[src/rtl/spi_memory_fsm.sv]
// SPI slave memory controller. It takes an address/RW byte from the shift register.
// A read loads the addressed word for MISO; a write stores the next received byte.
module spi_memory_fsm #(
  parameter int addrwidth = 7,
  parameter int width     = 8
) (
  input  logic                 clk,
  input  logic                 reset,
  input  logic                 cs,
  input  logic                 sclkEdge,
  input  logic [width-1:0]     shiftRegOut,
  output logic [width-1:0]     memDataOut,
  output logic                 srLoad,
  output logic                 misoBufe,
  output logic                 dmWe,
  output logic [addrwidth-1:0] addr,
  output logic [2:0]           state
);

  localparam int DEPTH = 1 << addrwidth;

  localparam logic [2:0] IDLE       = 3'd0;
  localparam logic [2:0] GET_ADDR   = 3'd1;
  localparam logic [2:0] GOT_ADDR   = 3'd2;
  localparam logic [2:0] READ_LOAD  = 3'd3;
  localparam logic [2:0] READ_SEND  = 3'd4;
  localparam logic [2:0] WRITE_RECV = 3'd5;
  localparam logic [2:0] WRITE_MEM  = 3'd6;
  localparam logic [2:0] DONE       = 3'd7;

  logic [2:0]           state_q, state_d;
  logic [3:0]           cnt_q, cnt_d;
  logic [addrwidth-1:0] addr_q, addr_d;
  logic [width-1:0]     mem_q [DEPTH];
  logic [width-2:0]     addr_field;
  logic                 mem_we;

  // Top bits of the command byte are the address; bit 0 selects read (1) or write (0).
  assign addr_field = shiftRegOut[width-1:1];

  always_comb begin
    state_d = state_q;
    cnt_d   = cnt_q;
    addr_d  = addr_q;
    if ((state_q != IDLE) && cs) begin
      state_d = IDLE;
      cnt_d   = '0;
    end else begin
      case (state_q)
        IDLE: begin
          cnt_d = '0;
          if (!cs) state_d = GET_ADDR;
        end
        GET_ADDR, READ_SEND, WRITE_RECV: begin
          if (sclkEdge) begin
            if (cnt_q == 4'd7) begin
              cnt_d = '0;
              case (state_q)
                GET_ADDR:  state_d = GOT_ADDR;
                READ_SEND: state_d = DONE;
                default:   state_d = WRITE_MEM;
              endcase
            end else begin
              cnt_d = cnt_q + 4'd1;
            end
          end
        end
        GOT_ADDR: begin
          addr_d  = addrwidth'(addr_field);
          cnt_d   = '0;
          state_d = shiftRegOut[0] ? READ_LOAD : WRITE_RECV;
        end
        READ_LOAD: begin
          cnt_d   = '0;
          state_d = READ_SEND;
        end
        WRITE_MEM: begin
          cnt_d   = '0;
          state_d = DONE;
        end
        DONE: begin
          cnt_d = cnt_q;
        end
        default: begin
          state_d = IDLE;
          cnt_d   = '0;
        end
      endcase
    end
  end

  always_ff @(posedge clk) begin
    if (reset) begin
      state_q <= IDLE;
      cnt_q   <= '0;
      addr_q  <= '0;
    end else begin
      state_q <= state_d;
      cnt_q   <= cnt_d;
      addr_q  <= addr_d;
    end
  end

  // A chip-select release during WRITE_MEM aborts the store even though dmWe is decoded high.
  assign mem_we = (state_q == WRITE_MEM) && !cs;

  always_ff @(posedge clk) begin
    if (mem_we) mem_q[addr_q] <= shiftRegOut;
  end

  assign memDataOut = mem_q[addr_q];
  assign srLoad     = (state_q == READ_LOAD);
  assign misoBufe   = (state_q == READ_SEND);
  assign dmWe       = (state_q == WRITE_MEM);
  assign addr       = addr_q;
  assign state      = state_q;

endmodule

[config.mk]
export PLATFORM = sky130hd
export DESIGN_NAME = spi_memory_fsm
export DESIGN_NICKNAME = d
export VERILOG_FILES = /design/src/rtl/spi_memory_fsm.sv
export SDC_FILE = /design/constraint.sdc
export NUM_CORES = 1
export LEC_CHECK = 0
export ABC_AREA = 0
export CORE_AREA = 5 5 324 326
export DETAILED_ROUTE_END_ITERATION = 12
export DIE_AREA = 0 0 329 331
export PLACE_DENSITY_LB_ADDON = 0.08
export REMOVE_ABC_BUFFERS = 1
export SLEW_MARGIN = 10
export SYNTH_ARGS = -nofsm -noshare
export SYNTH_HDL_FRONTEND = slang
export SYNTH_SLANG_ARGS = --single-unit
export TNS_END_PERCENT = 30
[constraint.sdc]
create_clock -name clk -period 3.8 [get_ports clk]
set_input_delay 0.38 -clock clk [delete_from_list [all_inputs] [get_ports clk]]
set_output_delay 0.38 -clock clk [all_outputs]
set_load 0.01 [all_outputs]
* Word level (Yosys, flattened, before mapping)
Memories as Yosys holds them, arrays and structs flattened. A register that Yosys moved wholly into a read port is not among the register bits.
Index checks and enable logic that the tools add are counted.
** Storage, ports and cells
- Memory bits (writable) :: 1024
- Flip-flop bits (word level) :: 14
- Word-level logic and storage cells :: 43
- Memories :: 1
- Output and inout bits :: 21
- Input bits :: 12
** Memories
- mem_q :: depth 128, bits a word 8, read ports 1, clocked after Yosys merged registers in 1, write ports 1, RTL line 34 : logic [width-1:0] mem_q [DEPTH];
** Operators by class
- Reductions and logical operators :: 12
- Add/subtract/negate cells :: 1
- Eq/ne operators :: 11
- Bitwise operators :: 2
- Muxes and demuxes :: 13
** Operators with widths (number)
- $pmux 3 s5 :: 1
- $mux 7 :: 2
- $eq 3x3->1 const B :: 4
- $mux 3 :: 4
- $mux 4 :: 2
- $pmux 4 s2 :: 1
- $eq 3x2->1 const B :: 2
- $ne 2x2->1 const B :: 3
- $pmux 3 s2 :: 1
- $reduce_bool 5->1 :: 1
- $add 4x1->4 const B :: 1
- $eq 4x3->1 const B :: 1
- $reduce_and 2->1 :: 2
- $reduce_and 4->1 :: 1
- $reduce_or 4->1 :: 1
- $eq 3x1->1 const B :: 1
- $logic_not 3->1 :: 1
- $reduce_bool 3->1 :: 1
- $reduce_or 3->1 :: 1
- $logic_and 1x1->1 :: 2
- $mux 1 :: 2
- $not 1->1 :: 2
- $reduce_or 2->1 :: 1
- $logic_not 1->1 :: 1

* Longest topological paths before layout
- Depth after elaboration :: 6
- Depth in mapped cells :: 7
- Mapped depth without buffers :: 6

* Worst setup path before layout
OpenSTA, ideal clock, no wires.
- Path kind :: flip-flop to output port
- Start :: register (tool-made name)
- End :: output memDataOut[0]
- Required time :: 3.420 ns
- Path slack :: 0.736 ns
- Stages on the path, launching flop included :: 7
- Path buffers :: 2
- Data arrival time :: 2.684 ns
- Cells stage by stage :: dfxtp_1 > clkbuf_1 > clkbuf_1 > mux4_2 > mux4_2 > mux4_2 > mux2_2
** RTL lines
- end: declaration :: RTL line 12 : output logic [width-1:0] memDataOut,

==> results.py <==
metrics = {
    "status": {
        "outcome": "finished with violations",
        "violations": "setup timing",
    },
    "hold_path": {
        "hold_class": "in -> reg",
        "hold_end": "mem_q[98][7]$_DFFE_PP_",
        "holdCritStartpoint": "shiftRegOut[7]",
        "hold_depth": 1,
    },
    "clocking": {
        "cts_max_level": 3,
        "clkTransAtPathRegs_ps": 60,
        "clkSinkCount": 1045,
        "cts_buffers": 110,
        "tritoncts": "yes",
        "clock_latency_ps": 680,
        "cts_buffer_depth": 3,
        "root_buffer": "clkbuf_16",
        "holdBufCountCts": 0,
    },
    "detailed_routing": {
        "ant_nets": 0,
        "drcViolationCount": 0,
        "dr.pass1.iters": 5,
        "routed_wl_um": 102000,
        "first_iter_violations": 1708,
        "drt-vias-per-instance": 5.48,
        "route.detailed.wl_per_inst_um": 30.0,
        "vias": 18600,
    },
    "placement": {
        "hpwl_um": 61500,
        "dpl.cell_count": 3122,
        "gp_congestion": 0.763,
        "pre_cts_ws_ps": -47.5,
        "dpl-instance-area_um2": 43100,
        "portBuffers": 32,
    },
    "critical_path": {
        "crit_chain": "buf_6 -> buf_12 -> buf_12 -> buf_8 -> buf_6 -> mux4_2 -> mux4_2 -> mux4_2 -> mux2_4 -> buf_6",
        "critPathMaxStageDelay_ps": 560,
        "worstSetupPathType": "reg -> out",
        "endpoint_kind": "primary output",
        "critPathArrivalTime_ps": 3740,
        "cp_num_buf_inv": 6,
        "required_ps": 3420,
        "start_kind": "register",
        "rr_endpoint": "mem_q[94][4]$_DFFE_PP_",
        "crit_family": "multiplexers",
        "cp_slowest_cell": "mux4_2",
        "cp_max_fo": 7,
        "r2r_start": "state[2]$_SDFFE_PP0P_",
        "r2r_cells": 5,
        "r2r_slack_ps": 900,
    },
    "sta": {
        "fin_ws_ps": -319,
        "hold_viol_final": 0,
        "slew_headroom_pct": 22.3,
        "skew_ps": 18.1,
        "finalCritPeriodShare_pct": 108,
        "fin_hold_ws_ps": 178,
        "fin_tns_setup_ps": -2380,
        "fmax_mhz": 243,
        "setup_viol": 8,
        "rsz0062_at_grt": "true",
        "period_minus_slack_ps": 4120,
        "worst_pin_slew_ps": 1160,
        "slew_viol_final": 0,
    },
    "global_route": {
        "track_usage_pct": 18.9,
        "grt_max_degree": 90,
        "antenna_found_initial": 5,
        "overflow": 0,
        "grt_pass1_vias": 19600,
        "grt_pass1_wl_um": 147000,
    },
    "final_layout": {
        "fin_cells": 3388,
        "finalInstanceArea_um2": 47600,
        "finish.utilization_pct": 46.9,
        "drive_above_1_share_pct": 34.8,
        "syn_to_final_growth_pct": 18.3,
        "nets": 1939,
    },
    "floorplanning": {
        "die_area_um2": 109000,
        "chipWidth_um": 329,
        "fp.dieH_um": 331,
        "fp.coreArea_um2": 101000,
        "std_cell_rows": 117,
        "ios": 33,
        "start_util_pct": 39.6,
    },
    "synthesis": {
        "synth_top_area_share_pct": 76.5,
        "ys_types": 37,
        "synth_area_um2": 40200,
        "ys_seq_area_share_pct": 77.5,
        "synthFlopType": "edfxtp_1",
        "async_reset_ff_share_pct": 0,
        "synth_common_cells": "edfxtp_1, mux4_2, nor2_1",
        "post-synth-top-count-cell": "edfxtp_1",
        "yosysWarnings": 0,
        "synth_area_leader_cell": "edfxtp_1",
        "synth.area.top_cells": "edfxtp_1, mux4_2, nor2_1",
        "syn_inst": 1696,
        "postSynthAreaPerCell_um2": 23.7,
        "ys_seq_elements": 1045,
        "synth_edf_count": 1024,
    },
    "power": {
        "vdd_ir_drop_max_mv": 0.407,
        "power.density_nw_per_um2": 493,
        "p_leak_nw": 14.3,
        "finalPower_mw": 23.5,
    },
    "run": {
        "max_cap_viol_count": 0,
    },
}
[registers in the layout, indices dropped and copies added, names as in the netlist, named ones only]
register  cells
addr          7
mem_q      1024
cnt_q         4
state         3
[worst max-delay path by stage]
stage                    end  cells after the start  startpoint  slack (ps)
2_1_floorplan  memDataOut[0]                      4    register       -8900
3_3_place_gp   memDataOut[2]                      7    register         -70
3_5_place_dp   memDataOut[2]                      7    register         -50
4_1_cts        memDataOut[3]                     10    register        -420
5_1_grt        memDataOut[2]                     10    register        -400
6_report       memDataOut[2]                     10    register        -320
[worst register-to-register path, stage by stage (launching register included)]
cell	delay [ps]
dfxtp_1	530
and3_1	270
nor3b_1	470
nand3_1	140
buf_4	290
nor2_1	810
[area by class of cell]
class	count	area (um2)
timing repair buffer	205	2420
multi-input combinational	560	8680
clock buffer	125	2830
sequential	1045	31200
inverter	4	15.0
fill	8306	53900
clock inverter	80	721
antenna	1	2.50
tap	1368	1710
[placed cells by master, fill, tap and decap left out, types with 12 or more instances in the layout]
master and instances:
buf_12 40, buf_4 116, buf_6 14, bufinv_16 12, clkbuf_1 14, clkbuf_16 112
clkdlybuf4s50_1 16, clkinv_1 29, clkinv_2 29, dfxtp_1 17, edfxtp_1 1024, mux4_2 336
nand2_1 18, nor2_1 144
[what timing repair did]
item,CTS,global route
setup buffers,38,16
gates resized for setup,78,3
gates cloned,7,1
setup endpoints to repair,8,8
[per-layer routing]
metal / up-vias / track usage (%) / part of all wire (%)
met1: 10200 / 27.2 / 45
met5: - / 0 / 0
met4: 0 / 5.37 / 2.3
met3: 122 / 3.68 / 5.4
li1: 7725 / - / -
met2: 477 / 29.9 / 48
[report_power, final]
group          switching [mW]  internal, mW  total (mW)
clock                    4.44          6.15        10.6
sequential            0.00228          12.6        12.6
combinational           0.205        0.0254       0.230
[cell families (layout without fill, tap and decap cells)]
kind of cell / after synthesis / in the layout / synth area share [%]
flops: 1045 / 1045 / 77.5
compound gates: 15 / 15 / 0.252
fa+ha+maj: 1 / 1 / 0.0311
xor+xnor: 1 / 1 / 0.0218
simple gates: 192 / 192 / 1.99
other cells: 0 / 1 / 0
mux: 351 / 351 / 19.2
buf+inv: 91 / 414 / 0.986
Note: power is estimated with default switching activity, not from simulation.
